**config.mk**
```make
export PLATFORM = sky130hd
export DESIGN_NAME = wb_bus_watchdog
export DESIGN_NICKNAME = d
export VERILOG_FILES = /design/src/rtl/wb_bus_watchdog.sv
export SDC_FILE = /design/constraint.sdc
export NUM_CORES = 1
export LEC_CHECK = 0
export ABC_AREA = 1
export CAP_MARGIN = 20
export CORE_MARGIN = 4
export CORE_UTILIZATION = 28
export CTS_BUF_LIST = sky130_fd_sc_hd__clkbuf_4 sky130_fd_sc_hd__clkbuf_8 sky130_fd_sc_hd__clkbuf_16
export CTS_CLUSTER_DIAMETER = 120
export DETAILED_ROUTE_END_ITERATION = 7
export GPL_ROUTABILITY_DRIVEN = 0
export HOLD_SLACK_MARGIN = 0.15
export PLACE_DENSITY = 0.84
export SETUP_SLACK_MARGIN = 0.15
export SYNTH_ARGS = -nofsm -noshare
export SYNTH_HDL_FRONTEND = slang
export SYNTH_SLANG_ARGS = --single-unit
```
**constraint.sdc**
```tcl
create_clock -name i_clk -period 2.3 [get_ports i_clk]
set_clock_uncertainty 0.1 [all_clocks]
set_input_delay 0.23 -clock i_clk [delete_from_list [all_inputs] [get_ports i_clk]]
set_output_delay 0.23 -clock i_clk [all_outputs]
set_load 0.02 [all_outputs]
```
**src/rtl/wb_bus_watchdog.sv**
```systemverilog
// Wishbone pipelined-bus watchdog: forwards requests, tracks outstanding ones and
// aborts the cycle with a bus error when the slave stops making progress.
module wb_bus_watchdog #(
    parameter int AW      = 19,
    parameter int DW      = 32,
    parameter int LGPEND  = 5,
    parameter int TIMEOUT = 1024
) (
    input  logic            i_clk,
    input  logic            i_rst,
    input  logic            i_cyc,
    input  logic            i_stb,
    input  logic            i_we,
    input  logic [AW-1:0]   i_adr,
    input  logic [DW-1:0]   i_dat,
    input  logic [DW/8-1:0] i_sel,
    output logic            o_ack,
    output logic            o_stall,
    output logic            o_err,
    output logic [DW-1:0]   o_data,
    output logic            o_cyc,
    output logic            o_stb,
    output logic            o_we,
    output logic [AW-1:0]   o_adr,
    output logic [DW-1:0]   o_dat,
    output logic [DW/8-1:0] o_sel,
    input  logic            i_ack,
    input  logic            i_stall,
    input  logic            i_err,
    input  logic [DW-1:0]   i_data,
    output logic            o_timeout
);
    localparam int TW = $clog2(TIMEOUT + 1);
    localparam logic [TW-1:0]     TLAST    = TW'(TIMEOUT - 1);
    localparam logic [TW-1:0]     TIM_ONE  = TW'(1);
    localparam logic [LGPEND-1:0] PEND_ONE = LGPEND'(1);

    typedef enum logic [1:0] {IDLE = 2'd0, ACTIVE = 2'd1, ABORT = 2'd2} state_t;

    state_t            state_q;
    logic [LGPEND-1:0] pending_q, pending_d;
    logic [TW-1:0]     timer_q, timer_d;
    logic              terr_q;

    logic cyc_ok, full, accept, waiting, expire, abort_now;

    assign o_we   = i_we;
    assign o_adr  = i_adr;
    assign o_dat  = i_dat;
    assign o_sel  = i_sel;
    assign o_data = i_data;

    assign cyc_ok  = i_cyc && (state_q != ABORT);
    assign full    = (pending_q == {LGPEND{1'b1}});
    assign o_cyc   = cyc_ok;
    assign o_stb   = cyc_ok && i_stb && !full;
    assign o_stall = (state_q == ABORT) || full || i_stall;
    assign o_ack   = i_ack && cyc_ok && (pending_q != '0);
    assign o_err   = (i_err && cyc_ok) || terr_q;
    assign o_timeout = terr_q;

    // The first cycle of a bus cycle (still IDLE) already counts as waiting, so the
    // error lands exactly TIMEOUT cycles after the slave was first asked for something.
    assign accept    = o_stb && !i_stall;
    assign waiting   = cyc_ok && ((pending_q != '0) || i_stb) && !i_ack && !i_err;
    assign expire    = waiting && (timer_q == TLAST);
    assign abort_now = expire || (i_err && cyc_ok);

    always_comb begin
        pending_d = pending_q;
        if (!i_cyc || abort_now)
            pending_d = '0;
        else if (accept && !o_ack)
            pending_d = pending_q + PEND_ONE;
        else if (!accept && o_ack)
            pending_d = pending_q - PEND_ONE;
    end

    always_comb begin
        timer_d = '0;
        if (waiting && !expire)
            timer_d = timer_q + TIM_ONE;
    end

    always_ff @(posedge i_clk) begin
        if (i_rst) begin
            state_q   <= IDLE;
            pending_q <= '0;
            timer_q   <= '0;
            terr_q    <= 1'b0;
        end else begin
            pending_q <= pending_d;
            timer_q   <= timer_d;
            terr_q    <= expire;
            case (state_q)
                IDLE:    if (i_cyc) state_q <= abort_now ? ABORT : ACTIVE;
                ACTIVE:  if (!i_cyc) state_q <= IDLE;
                         else if (abort_now) state_q <= ABORT;
                ABORT:   if (!i_cyc) state_q <= IDLE;
                default: state_q <= IDLE;
            endcase
        end
    end
endmodule

```
# Word-level counts from Yosys, hierarchy flattened
# Cells that the tools add are included.
# Widths: inputs -> output; s select.
# totals
register_bits	19
inputBits	95
output_inout_bits	94
# op_classes
add_sub_neg	3
eq_ne	8
mux	8
n_bitwise	1
reduce_logical	34
# ops
operator	count
$logic_and 1x1->1	14
$add 11x1->11 const B	1
$eq 11x10->1 const B	1
$mux 2	5
$mux 5	2
$logic_not 1->1	8
$logic_or 1x1->1	6
$ne 2x2->1 const B	3
$pmux 2 s3	1
$add 5x1->5 const B	1
$eq 5x5->1 const B	1
$reduce_bool 5->1	1
$sub 5x1->5 const B	1
$reduce_or 2->1	2
$ne 3x3->1 const B	1
$reduce_and 3->1	1
$eq 2x1->1 const B	1
$eq 2x2->1 const B	1
$logic_not 2->1	1
$reduce_bool 2->1	1
$not 1->1	1

# Depth between registers and ports, before layout
# logic_depth
ltp_word	10
mapped_depth	13

# Least setup slack after synthesis
# Ideal clock, no wire load.
# synth_timing
kind	flip-flop to flip-flop
start	reg state_q[1]
end	reg pending_q[4]
setup_time_ns	0.117
t_arrival_ns	1.882
t_required_ns	2.083
setup_slack_ns	0.200
path_stages_with_launch	13
path_buffers	0
cell_sequence	dfxtp_1 nand2_2 nand2_1 inv_2 nand3_1 ha_1 inv_1 ha_1 a21oi_1 nand2_1 xor2_1 mux2i_1 nor2_1
# synth_between
elab_chain_len	9
word_cells_on_any_way	21
cone_classes	1 x eq/ne; 1 x mux; 19 x reduce/logical
# synth_lines
item	line	source
start, declared	40	state_t state_q;
start signal, assigned	96	IDLE: if (i_cyc) state_q <= abort_now ? ABORT : ACTIVE;
$ne 2x2->1 *	53	assign cyc_ok = i_cyc && (state_q != ABORT);
$logic_and 1x1->1 *	53	
net o_cyc	21	output logic o_cyc,
$logic_and 1x1->1 (3 in a row)	65	assign waiting = cyc_ok && ((pending_q != '0) || i_stb) && !i_ack && !i_err;
$logic_and 1x1->1	66	assign expire = waiting && (timer_q == TLAST);
$logic_or 1x1->1	67	assign abort_now = expire || (i_err && cyc_ok);
$logic_or 1x1->1	71	if (!i_cyc || abort_now)
$reduce_or 2->1 (no line)	-	
end signal, assigned	92	pending_q <= pending_d;
end, declared	41	logic [LGPEND-1:0] pending_q, pending_d;
# Mark *: on every way through the listed nets, which the timed path passes. The rest lies on a longest branch.
# A chain may end at the register's enable or synchronous reset.

# Final worst setup path
# layout_timing
start	in i_cyc
end	out o_err
# layout_between
elab_chain_len	3
# layout_lines
item	line	source
start, declared	11	input logic i_cyc,
$logic_and 1x1->1	53	
$logic_and 1x1->1	59	assign o_err = (i_err && cyc_ok) || terr_q;
$logic_or 1x1->1	59	
end, declared	19	output logic o_err,
# Every way passes these cells.

==> run metrics <==
status=finished clean; xor-xnor portion of the synthesized cell area=~4.6%; register area share after synthesis=22.4%; unrepaired setup endpoints after global routing=true; die height=approximately 86 um; Via-to-Cell Ratio=4.42; antenna violations before repair=0; worst slew pin tran=~0.24 ns; wire length per cell=11.8 um; Post-Synth Adder-Cell Area=4.86%; final hold violations=0; Critical Path Start Type=primary input; Post-DP HPWL=2000 um; vias in the first global route=roughly 1100; YS warnings=0; clock latency on the worst-skew pair=roughly 0.26 ns; mux cell area share after synthesis=approximately 1.2%; Root Buffer=clkbuf_8; Compound-Gate Fraction of Synth Area=about 2.9%; Sinks on Clock Net=19; leakage=between 0.0005 and 0.0006 uW; Final Cycle Share=between 90 and 100%; DRT iter0 DRCs=18; Rel. slew slack=83.9%; setup ws final=0.225 ns; die span in x=about 86 um; share of layout cells above drive strength 1=around 30%; final setup fails=0; Simple-Gate Fraction of Synth Area=21.4%; Total Wirelength=2720 um; first-pass GRT wire length=about 4400 um; post-route ant nets=0; crit end category=output port; I/O Buffers=12; # DRC=0; library cells used by synthesis=27; FP Rows=28; io pins=189; R2R depth=13; pin count of the biggest net entering global routing=12; min Tclk post-route=2.07 ns; dpl ws=-0.212 ns; largest family of logic cells by synthesized area=buffers and inverters; Bufs on Longest Clock Path=2; PD cells=478 nW/um^2; synthesized flop and latch total=19; H-tree depth=1; P&R area growth vs syn=-15.3%; Max IR drop VDD=~0.42 mV; aggregate global-route resource usage=slightly above 7%; Initial Utilization=between 20% and 30%; critical-path maximum fanout=4; Num CTS Buffers=3; full die area=~7400 um^2; CP required=around 2.0 ns; Hold Crit Class=register to register; WS Path Type=primary input to output port; Core Area=~5900 um^2; 1st-pass router iterations=4; CTS clk-pin slew, worst paths=roughly 0.07 ns; cell count after synthesis=between 200 and 250; hold path cells=1; fmax=between 0.4 and 0.5 GHz; max-cap violations=0; post-synthesis cell area=roughly 1700 um^2; Final Core Density=between 20% and 30%; Post-Syn Nets=between 300 and 400; grt ovf=0; Avg Cell Area, Syn=~7.8 um^2; setup TNS=0 ns; via count=1017; fin nets=approximately 260; WP data arrival=approximately 1.7 ns; fin. max-slew vios=0; n_diodes=0; CTS tree=yes
layer usage:
metal / up-vias / part of all wire [%] / GRT usage [%]
li1: 473 / - / -
met1: 468 / 37 / 6.86
met2: 40 / 48 / 12.9
met3: 36 / 9.4 / 2.88
met4: 0 / 5.1 / 4.60
met5: - / 0 / 0
worst paths after layout:
check               startpoint      endpoint  slack, ns
setup / recovery         i_cyc         o_err       0.23
hold / removal      timer_q[0]    timer_q[0]       0.35
setup reg to reg  pending_q[0]  pending_q[4]       0.23
hold reg to reg     timer_q[0]    timer_q[0]       0.35
final cells by class:
class,count,area (um^2)
inverters,16,62.6
fillers,642,4450
multi-input cells,95,656
flip-flops and latches,19,389
repair buffers,21,190
well taps,75,93.8
clock inverters,1,5.00
clock buffers,3,41.3
synth_stat cells:
master / instances / area (um^2)
nand3_2: 1 / 10.0
buf_1: 1 / 3.75
or2_1: 3 / 18.8
nor2_4: 1 / 11.3
nor3_1: 4 / 20.0
a21oi_2: 1 / 8.76
nand4_4: 1 / 21.3
dfxtp_1: 19 / 380
nand3b_1: 2 / 15.0
xor2_1: 6 / 52.6
o21ai_0: 3 / 15.0
nor3b_2: 1 / 12.5
nor2_1: 20 / 75.1
nand2_2: 2 / 12.5
inv_2: 1 / 3.75
nand3_1: 9 / 45.0
fa_1: 1 / 20.0
inv_1: 15 / 56.3
a21oi_1: 5 / 25.0
buf_4: 88 / 661
nand4_2: 2 / 25.0
nand2_1: 19 / 71.3
ha_1: 5 / 62.6
xnor2_1: 3 / 26.3
nor2_2: 3 / 18.8
nand4_1: 1 / 6.26
mux2i_1: 2 / 20.0
registers in the layout, indices dropped and copies added (netlist names):
signal and flops:
o_timeout 1, pending_q 5, timer_q 11, state_q 2
worst max-delay path, stage by stage:
cell	delay [ns]
clkdlybuf4s50_1	0.50
nand2_2	0.10
inv_2	0.07
buf_4	0.11
nand2_2	0.07
nand2_1	0.07
clkdlybuf4s50_1	0.60
report_power, final:
| group | leakage [uW] | internal [uW] | switching [uW] |
|---|---|---|---|
| sequential | 0.000156 | 333 | 5.13 |
| combinational | 0.000353 | 56.3 | 60.6 |
| clock | 0.0000255 | 121 | 112 |
| total | 0.000535 | 510 | 177 |
cells in the final DEF (no fill, tap or decap), types with 3 or more instances in the layout:
master,Yosys,routed
xor2_1,6,6
or2_1,3,3
nand3_2,1,3
buf_4,88,9
nor3_1,4,3
a21oi_1,5,3
clkdlybuf4s50_1,0,11
inv_1,15,13
nand2_1,19,17
nor2_2,3,5
dfxtp_2,0,4
clkbuf_8,0,3
a21oi_2,1,3
nand3_1,9,7
dfxtp_1,19,14
xnor2_1,3,3
nor2_1,20,18
nand2_2,2,4
o21ai_0,3,3
stage by stage:
| step | hold WS (ns) | instances | area, um^2 | total power (uW) |
|---|---|---|---|---|
| 2_1_floorplan | 0.209 | 219 | 1700 | 628 |
| 5_1_grt | 0.360 | 230 | 1440 | 718 |
| 3_5_place_dp | 0.340 | 222 | 1280 | 447 |
| 3_3_place_gp | 0.329 | 222 | 1280 | 442 |
| 6_report | 0.349 | 230 | 1440 | 687 |
| 4_1_cts | 0.356 | 227 | 1360 | 682 |
logic make-up after synthesis:
group	count (synthesis)
buffers and inverters	105
and+or+nand+nor	69
DFF	19
AOI/OAI and AO/OA	9
xor gates and xnor gates	9
adders and majority gates	6
muxes	2
timing repair:
action	CTS	global route
hold buffers	0	0
setup buffers	1	3
gates resized for setup	11	13
pin swaps	2	3
endpoints found under the setup margin	3	5
No activity file was read; power rests on OpenSTA's default activity.
